**src/rtl/lreport.sv**
```systemverilog
// lreport: beacon report generator and packet stream merger.
//
// The 134-bit packet stream passes through a small FIFO unchanged.
// A report request comes from the periodic timer or from an edge on
// beacon_update_master. When one is pending, an 8-word report message is
// inserted between packets. The report carries the local configuration
// and the forwarding statistics.
//
// Ports
//   clk, rst_n                 clock, asynchronous active-low reset
//   in_lr_data[133:0]          input word ([133:132] 01 head/11 body/10 tail)
//   in_lr_data_wr              input word strobe
//   in_lr_data_valid(_wr)      packet-valid flag and its strobe (on tail)
//   in_local_mac_id            report source MAC
//   in_ctrl_mac_id             report destination MAC
//   report_period              report interval in cycles, 0 = no periodic reports
//   beacon_update_master       toggles once per applied beacon update
//   time_slot_period, direction, token_bucket_para, direct_mac_addr
//                              configuration echoed in report word 5
//   out_lr_data(_wr)           output word and strobe
//   out_lr_data_valid(_wr)     output packet-valid flag and strobe
//   drop_cnt                   words dropped on FIFO full (saturating)
module lreport #(
  parameter logic [7:0]  LMID            = 8'd11,
  parameter logic [15:0] ETH_TYPE        = 16'h1662,
  parameter logic [3:0]  MSG_TYPE_REPORT = 4'he,
  parameter int          FIFO_AW         = 4
) (
  input  logic         clk,
  input  logic         rst_n,
  input  logic [133:0] in_lr_data,
  input  logic         in_lr_data_wr,
  input  logic         in_lr_data_valid,
  input  logic         in_lr_data_valid_wr,
  input  logic [47:0]  in_local_mac_id,
  input  logic [47:0]  in_ctrl_mac_id,
  input  logic [31:0]  report_period,
  input  logic         beacon_update_master,
  input  logic [31:0]  time_slot_period,
  input  logic         direction,
  input  logic [31:0]  token_bucket_para,
  input  logic [47:0]  direct_mac_addr,
  output logic [133:0] out_lr_data,
  output logic         out_lr_data_wr,
  output logic         out_lr_data_valid,
  output logic         out_lr_data_valid_wr,
  output logic [31:0]  drop_cnt
);

  localparam int DEPTH = 1 << FIFO_AW;
  localparam logic [FIFO_AW:0] FULL_CNT = {1'b1, {FIFO_AW{1'b0}}};

  typedef enum logic [1:0] {IDLE, PASS, REPORT} state_t;

  // ---------------- FIFO: {valid_wr, valid, data} ----------------
  logic [135:0]       mem [DEPTH];
  logic [FIFO_AW-1:0] wr_ptr_reg, rd_ptr_reg;
  logic [FIFO_AW:0]   count_reg;
  logic               fifo_full, fifo_empty, wr_en, pop;
  logic [135:0]       rd_word;

  assign fifo_full  = (count_reg == FULL_CNT);
  assign fifo_empty = (count_reg == '0);
  assign wr_en      = in_lr_data_wr && !fifo_full;
  assign rd_word    = mem[rd_ptr_reg];

  always_ff @(posedge clk) begin
    if (wr_en) mem[wr_ptr_reg] <= {in_lr_data_valid_wr, in_lr_data_valid, in_lr_data};
  end

  always_ff @(posedge clk or negedge rst_n) begin
    if (!rst_n) begin
      wr_ptr_reg <= '0;
      rd_ptr_reg <= '0;
      count_reg  <= '0;
      drop_cnt   <= '0;
    end else begin
      if (wr_en) wr_ptr_reg <= wr_ptr_reg + 1'b1;
      if (pop)   rd_ptr_reg <= rd_ptr_reg + 1'b1;
      case ({wr_en, pop})
        2'b10:   count_reg <= count_reg + 1'b1;
        2'b01:   count_reg <= count_reg - 1'b1;
        default: count_reg <= count_reg;
      endcase
      // The full check uses the occupancy before this cycle's pop.
      if (in_lr_data_wr && fifo_full && drop_cnt != 32'hFFFF_FFFF)
        drop_cnt <= drop_cnt + 32'd1;
    end
  end

  // ---------------- input framing ----------------
  logic head_wr, tail_wr, in_pkt_reg;
  assign head_wr = in_lr_data_wr && (in_lr_data[133:132] == 2'b01);
  assign tail_wr = in_lr_data_wr && (in_lr_data[133:132] == 2'b10);

  always_ff @(posedge clk or negedge rst_n) begin
    if (!rst_n)       in_pkt_reg <= 1'b0;
    else if (head_wr) in_pkt_reg <= 1'b1;
    else if (tail_wr) in_pkt_reg <= 1'b0;
  end

  // ---------------- report triggers ----------------
  logic [31:0] timer_reg;
  logic        timer_wrap, bum_q1_reg, bum_q2_reg, bum_edge, pending_reg;
  state_t      state_reg;
  logic        rpt_go;

  assign timer_wrap = (report_period != 32'd0) && (timer_reg >= report_period - 32'd1);
  // Compare the registered copy with its previous value, so an update
  // edge reaches report_pending two cycles after the input changes.
  assign bum_edge   = bum_q1_reg != bum_q2_reg;
  assign rpt_go     = (state_reg == IDLE) && pending_reg && fifo_empty &&
                      !in_pkt_reg && !head_wr;
  // A report only starts with an empty FIFO, so popping does not need rpt_go.
  assign pop        = !fifo_empty && (state_reg != REPORT);

  always_ff @(posedge clk or negedge rst_n) begin
    if (!rst_n) begin
      timer_reg   <= '0;
      bum_q1_reg  <= 1'b0;
      bum_q2_reg  <= 1'b0;
      pending_reg <= 1'b0;
    end else begin
      if (report_period == 32'd0 || timer_wrap) timer_reg <= '0;
      else                                      timer_reg <= timer_reg + 32'd1;
      bum_q1_reg <= beacon_update_master;
      bum_q2_reg <= bum_q1_reg;
      // A new trigger wins over the clear, so it is not lost.
      if (timer_wrap || bum_edge) pending_reg <= 1'b1;
      else if (rpt_go)            pending_reg <= 1'b0;
    end
  end

  // ---------------- output FSM ----------------
  logic [2:0]   rpt_cnt_reg;
  logic [31:0]  seq_num_reg, fwd_cnt_reg;
  logic [127:0] w1_reg, w5_reg;
  logic [133:0] rpt_word;

  always_comb begin
    rpt_word = {2'b11, 4'h0, 128'h0};
    case (rpt_cnt_reg)
      3'd1:    rpt_word = {2'b11, 4'h0, w1_reg};
      3'd5:    rpt_word = {2'b11, 4'h0, w5_reg};
      3'd7:    rpt_word = {2'b10, 4'h0, 128'h0};
      default: rpt_word = {2'b11, 4'h0, 128'h0};
    endcase
  end

  always_ff @(posedge clk or negedge rst_n) begin
    if (!rst_n) begin
      state_reg            <= IDLE;
      rpt_cnt_reg          <= '0;
      seq_num_reg          <= '0;
      fwd_cnt_reg          <= '0;
      w1_reg               <= '0;
      w5_reg               <= '0;
      out_lr_data          <= '0;
      out_lr_data_wr       <= 1'b0;
      out_lr_data_valid    <= 1'b0;
      out_lr_data_valid_wr <= 1'b0;
    end else begin
      out_lr_data          <= '0;
      out_lr_data_wr       <= 1'b0;
      out_lr_data_valid    <= 1'b0;
      out_lr_data_valid_wr <= 1'b0;
      if (state_reg == REPORT) begin
        out_lr_data    <= rpt_word;
        out_lr_data_wr <= 1'b1;
        if (rpt_cnt_reg == 3'd7) begin
          out_lr_data_valid    <= 1'b1;
          out_lr_data_valid_wr <= 1'b1;
          seq_num_reg          <= seq_num_reg + 32'd1;
          state_reg            <= IDLE;
        end else begin
          rpt_cnt_reg <= rpt_cnt_reg + 3'd1;
        end
      end else if (rpt_go) begin
        // Word 0 goes out now. Words 1 and 5 are snapshotted here so that
        // counters moving during the report do not tear the message.
        out_lr_data    <= {2'b01, 4'h0, in_ctrl_mac_id, in_local_mac_id,
                           ETH_TYPE, 4'h0, MSG_TYPE_REPORT, LMID};
        out_lr_data_wr <= 1'b1;
        w1_reg         <= {seq_num_reg, fwd_cnt_reg, report_period, drop_cnt};
        w5_reg         <= {direct_mac_addr, direction, 15'h0, token_bucket_para,
                           time_slot_period};
        rpt_cnt_reg    <= 3'd1;
        state_reg      <= REPORT;
      end else if (pop) begin
        out_lr_data          <= rd_word[133:0];
        out_lr_data_wr       <= 1'b1;
        out_lr_data_valid    <= rd_word[134];
        out_lr_data_valid_wr <= rd_word[135];
        if (rd_word[133:132] == 2'b10) begin
          fwd_cnt_reg <= fwd_cnt_reg + 32'd1;
          state_reg   <= IDLE;
        end else begin
          state_reg <= PASS;
        end
      end
    end
  end

endmodule

```
**config.mk**
```make
export PLATFORM = sky130hd
export DESIGN_NAME = lreport
export DESIGN_NICKNAME = d
export VERILOG_FILES = /design/src/rtl/lreport.sv
export SDC_FILE = /design/constraint.sdc
export NUM_CORES = 2
export LEC_CHECK = 0
export CORE_UTILIZATION = 25
export DETAILED_ROUTE_END_ITERATION = 12
export DONT_BUFFER_PORTS = 1
export SLEW_MARGIN = 10
export SYNTH_ARGS = -nofsm -noshare
export SYNTH_HDL_FRONTEND = slang
export SYNTH_SLANG_ARGS = --single-unit
```
**constraint.sdc**
```tcl
create_clock -name clk -period 11.28 [get_ports clk]
set_input_delay 1.692 -clock clk [delete_from_list [all_inputs] [get_ports clk]]
set_output_delay 1.692 -clock clk [all_outputs]
set_load 0.005 [all_outputs]
```
[Word level (Yosys, flattened, before mapping)]
Memories as Yosys holds them, arrays and structs flattened.
Cells that the tools add are included.
Operators by class
  bitwise logic cells: 2
  muxes and demuxes: 30
  add/subtract/negate cells: 10
  eq/ne operators: 15
  magnitude comparators: 1
  reduce and logical (&&, ||, !) cells: 31
Operators with widths (number)
  $mux W134: 3
  $pmux W133 S3: 1
  $add A32 B1 Y32 const B: 4
  $ge A32 B32 Y1: 1
  $logic_not A32 Y1: 1
  $mux W32: 1
  $ne A32 B32 Y1 const B: 1
  $reduce_bool A32 Y1: 1
  $sub A32 B1 Y32 const B: 1
  $mux W1: 17
  $logic_and A1 B1 Y1: 11
  $pmux W5 S2: 1
  $mux W3: 3
  $add A4 B1 Y4 const B: 2
  $eq A2 B2 Y1 const B: 4
  $mux W2: 4
  $reduce_and A2 Y1: 4
  $reduce_bool A2 Y1: 4
  $eq A3 B3 Y1 const B: 2
  $add A5 B1 Y5 const B: 1
  $eq A5 B5 Y1 const B: 1
  $logic_not A5 Y1: 1
  $sub A5 B1 Y5 const B: 1
  $eq A2 B1 Y1 const B: 2
  other kinds (11): 17
Storage, ports and cells
  RAM bits: 2176
  register bits after elaboration: 528
  output and inout port bits: 169
  memories: 1
  input bits: 381
  logic and storage cells: 109
Memory list
  mem: depth 16, bits a word 136, rd ports 1, clocked after memory_dff 0, write ports 1, line 56  | logic [135:0] mem [DEPTH];

[Logic depth before layout (Yosys ltp)]
  depth after elaboration: 7
  depth in mapped cells: 14
  depth with buffers taken out: 13

[Worst setup path after synthesis]
No wires, ideal clock.
  path kind: input to register
  start: in in_lr_data_wr
  end: mem mem[3][0] (enable)
  stages on the path: 4
  data arrival time: 11553 ps
  slack: -1070 ps
  path buffers: 0
  setup time: 797 ps
  data required time: 10483 ps
  path through: inv_1 > a21oi_1 > nand2_1 > nor3_1
Between the ends
  cells in the longest elaborated chain, start to end: 3
RTL lines
  start, declared: line 32  | input logic in_lr_data_wr,
  $logic_and A1 B1 Y1: line 64  | assign wr_en = in_lr_data_wr && !fifo_full;
  $mux W1: line 68  | if (wr_en) mem[wr_ptr_reg] <= {in_lr_data_valid_wr, in_lr_data_valid, in_lr_data};
  $mux W1 (implied by the code): line 68
  end, declared: line 56
Every way passes these cells.

[Final worst setup path]
  start: in report_period[13]
  end: reg pending_reg
Between the ends
  cells in the longest elaborated chain, start to end: 5
  elaborated cells on any way between the ends: 7
  those cells by class: 1 x add/sub; 1 x order compare; 1 x mux; 4 x reduce/logical
RTL lines
  start, declared: line 37  | input logic [31:0] report_period,
  $sub A32 B1 Y32: line 108  | assign timer_wrap = (report_period != 32'd0) && (timer_reg >= report_period - 32'd1);
  $ge A32 B32 Y1: line 108
  $logic_and A1 B1 Y1 (*): line 108
  $logic_or A1 B1 Y1 (*): line 129  | if (timer_wrap || bum_edge) pending_reg <= 1'b1;
  $mux W1 or $reduce_bool A2 Y1 (tied branches)
  end signal, assigned: line 122  | pending_reg <= 1'b0;
  end signal, assigned: line 129
  end signal, assigned: line 130  | else if (rpt_go) pending_reg <= 1'b0;
  end, declared: line 104  | logic timer_wrap, bum_q1_reg, bum_q2_reg, bum_edge, pending_reg;
Every way passes the cells marked *; elsewhere a longest branch is shown, timed or not.
A chain may end at the register's enable or synchronous reset.

==> metrics.csv <==
stage;metric;value;unit
critical_path;Critical Path Sink Type;flop;
floorplan;Die Y;651;microns
global_routing;vias in the first global route;55941;
global_routing;largest net degree at the start of global routing;197;
critical_path;Crit Path Class;in2reg;
layout;Layout Nets;6036;
layout;most common cell after layout, fill and taps aside;edfxtp_1;
floorplan;Core ar.;0.418;sq mm
synth;Distinct cells, synth;53;
synth;Syn Area/Cell;19.2;sq um
place;post-detail-place hpwl;178000;microns
place;Inst Count DP;10796;
cts;clock latency on the worst-skew pair;0.91;ns
global_routing;initial antenna violation count;24;
critical_path;CP peak stage delay;0.56;ns
cts;number of post-CTS setup repair buffers;0;
cts;Max clock buf depth;4;
cts;Worst-path clk slew;0.06;ns
floorplan;die area;0.424;sq mm
global_routing;first-pass GRT wire length;425000;microns
global_routing;GR Overflow Total;0;
synth;share of flip-flops with an asynchronous set or reset;0.195;
cts;root buffer cell;clkbuf_16;
critical_path;worst-path maximum fanout;33;
sta;fin. max-slew vios;0;
critical_path;cell chain of the critical path;or4_1 > or3_1 > nor4_4 > nand3_1 > nor4_2 > xnor2_1 > ha_1 > nand4_1 > or4_1 > nor2_1 > o21ai_0 > o2111ai_2 > buf_4 > a221o_1;
layout;layout cells sized above 1;0.217;
power;leakage power;41.6;nW
sta;post-route minimum period;4.75;ns
synth;Seq/Total Area, Yosys;0.746;
hold_path;worst hold path class;reg2reg;
synth;Synth Flop Type;edfxtp_1;
detailed_routing;Routed WL;303000;microns
critical_path;cell mode on critical path;or4_1;
layout;area growth from synthesis to layout;16.0;%
detailed_routing;drt pass-1 iters;6;
detailed_routing;antenna-violating nets left;0;
detailed_routing;DR WL/cell;26.7;microns
floorplan;FP Rows;237;
place;PortBufs;0;
cts;CTS tree;built;
synth;Mapped Area;0.105;sq mm
layout;Largest register FFs;2176;
detailed_routing;DRC;0;
critical_path;startpoint types;input pin;
critical_path;Required @ worst endpoint;12.12;ns
cts;# clock sinks;2704;
place;routability congestion estimate from global placement;0.821;
synth;Synth Net Count;5914;
layout;Post-Layout Cell Count;11362;
layout;most frequent cells in the layout;edfxtp_1 (2,176), nand2_1 (818), mux4_2 (673), dfrtp_1 (523), clkbuf_16 (312);
power;power per cell area;246;mW/mm^2
synth;Post-synth EDFFs;2176;
detailed_routing;number of vias per cell;4.68;
job;max_cap viols;0;
synth;count of state elements after synthesis;2704;
sta;Fin. Hold Viols;0;
layout;fillers;40690;
sta;setup TNS;0;ns
synth;Syn Inst Count;5482;
layout;register area;0.0786;sq mm
run_status;status;completed;
floorplan;IO Pins;550;
critical_path;R2R Setup Slk;6.65;ns
cts;TritonCTS Buffers;302;
sta;period utilization;0.421;
floorplan;Starting Density;0.252;
power;worst vdd ir;0.000216;V
sta;Clock Skew;0.0636;ns
power;Design Power;30.1;mW
layout;multi-input logic area;0.0256;sq mm
cts;htree depth;5;
critical_path;Arr. time, crit path;5.59;ns
cts;cts repair resizes;0;
sta;maximum clock rate;210;MHz
sta;Setup Viol. Count Final;0;
critical_path;slowest CP cell;or4_1;
detailed_routing;DRT iter0 DRCs;5386;
synth;Yosys warning total;0;
cts;CTS Hold Bufs;0;
sta;Slew @ Worst Pin;1.20;ns
sta;Rel. slew slack;0.200;
floorplan;die width;651;microns
global_routing;GRT Util Overall;0.140;
sta;RSZ-0062 raised after global routing;false;
detailed_routing;vias;53146;
[critical path, delay by kind of cell]
family          cells  cell delay [ns]
simple gates        8             2.67
compound gates      3             0.43
buf+inv             1             0.36
fa+ha+maj           1             0.31
xor+xnor            1             0.11
[metrics by stage]
stage	utilization	area [sq um]	worst slack [ns]	hold WS [ns]
2_1_floorplan	-	105000	2.59	0.372
6_report	0.292	122000	6.53	0.407
5_1_grt	0.292	122000	6.29	0.435
4_1_cts	0.292	122000	6.55	0.428
3_5_place_dp	0.269	112000	5.67	0.399
3_3_place_gp	0.268	112000	5.58	0.384
[cells by family after synthesis]
family                     synth area share
buffers and inverters                0.0125
adders and majority gates           0.00613
and+or+nand+nor                      0.0481
DFF                                   0.746
xor gates and xnor gates             0.0136
AOI/OAI and AO/OA                    0.0171
muxes                                 0.157
[cell type report]
cell class,instances,share of cell area
flip-flops and latches,2704,0.643
multi-input cells,2448,0.210
clock buffers,406,0.0687
well taps,5497,0.0563
clock inverters,142,0.0119
repair buffers,104,0.00858
inverters,44,0.00139
diodes,17,0.000348
[Yosys cell counts (16+ instances only)]
cell | instances | area (sq um)
mux2i_1 | 124 | 1240
buf_2 | 61 | 305
nand4_1 | 31 | 194
mux4_2 | 673 | 15200
o211ai_1 | 18 | 135
ha_1 | 50 | 626
edfxtp_1 | 2176 | 65300
and3_1 | 28 | 175
a221o_1 | 83 | 831
dfrtp_1 | 528 | 13200
o21ai_0 | 57 | 285
nand2_1 | 819 | 3070
o2111ai_1 | 16 | 140
nor2_1 | 140 | 526
xnor2_1 | 118 | 1030
nand3_1 | 41 | 205
buf_1 | 32 | 120
inv_1 | 43 | 161
clkbuf_1 | 192 | 721
a21oi_1 | 22 | 110
nor3_1 | 63 | 315
xor2_1 | 45 | 394
[per-layer routing]
| layer | track usage | vias to the layer above | wire length (microns) |
|---|---|---|---|
| li1 | - | 21988 | - |
| met1 | 0.171 | 28812 | 118000 |
| met2 | 0.233 | 1880 | 148000 |
| met3 | 0.0438 | 460 | 27000 |
| met4 | 0.0475 | 6 | 10400 |
| met5 | 0 | - | 49 |
[path summary, 6_finish.rpt]
| path | cells past startpoint | from | to |
|---|---|---|---|
| setup / recovery | 14 | report_period[13] | pending_reg |
| hold / removal | 0 | bum_q1_reg | bum_q2_reg |
| setup reg to reg | 7 | rd_ptr_reg[2] | fwd_cnt_reg[1] |
| hold reg to reg | 0 | bum_q1_reg | bum_q2_reg |
| max in group asynchronous | 3 | rst_n | w5_reg[39] |
| min in group asynchronous | 1 | rst_n | out_lr_data[62] |
[power breakdown]
group / internal, mW / leakage (nW) / switching (mW)
registers: 12.1 / 26.6 / 0.722
clock network: 5.59 / 4.80 / 4.12
logic: 3.45 / 10.2 / 4.13
total: 21.1 / 41.6 / 8.96
No activity file was read; power rests on OpenSTA's default activity.
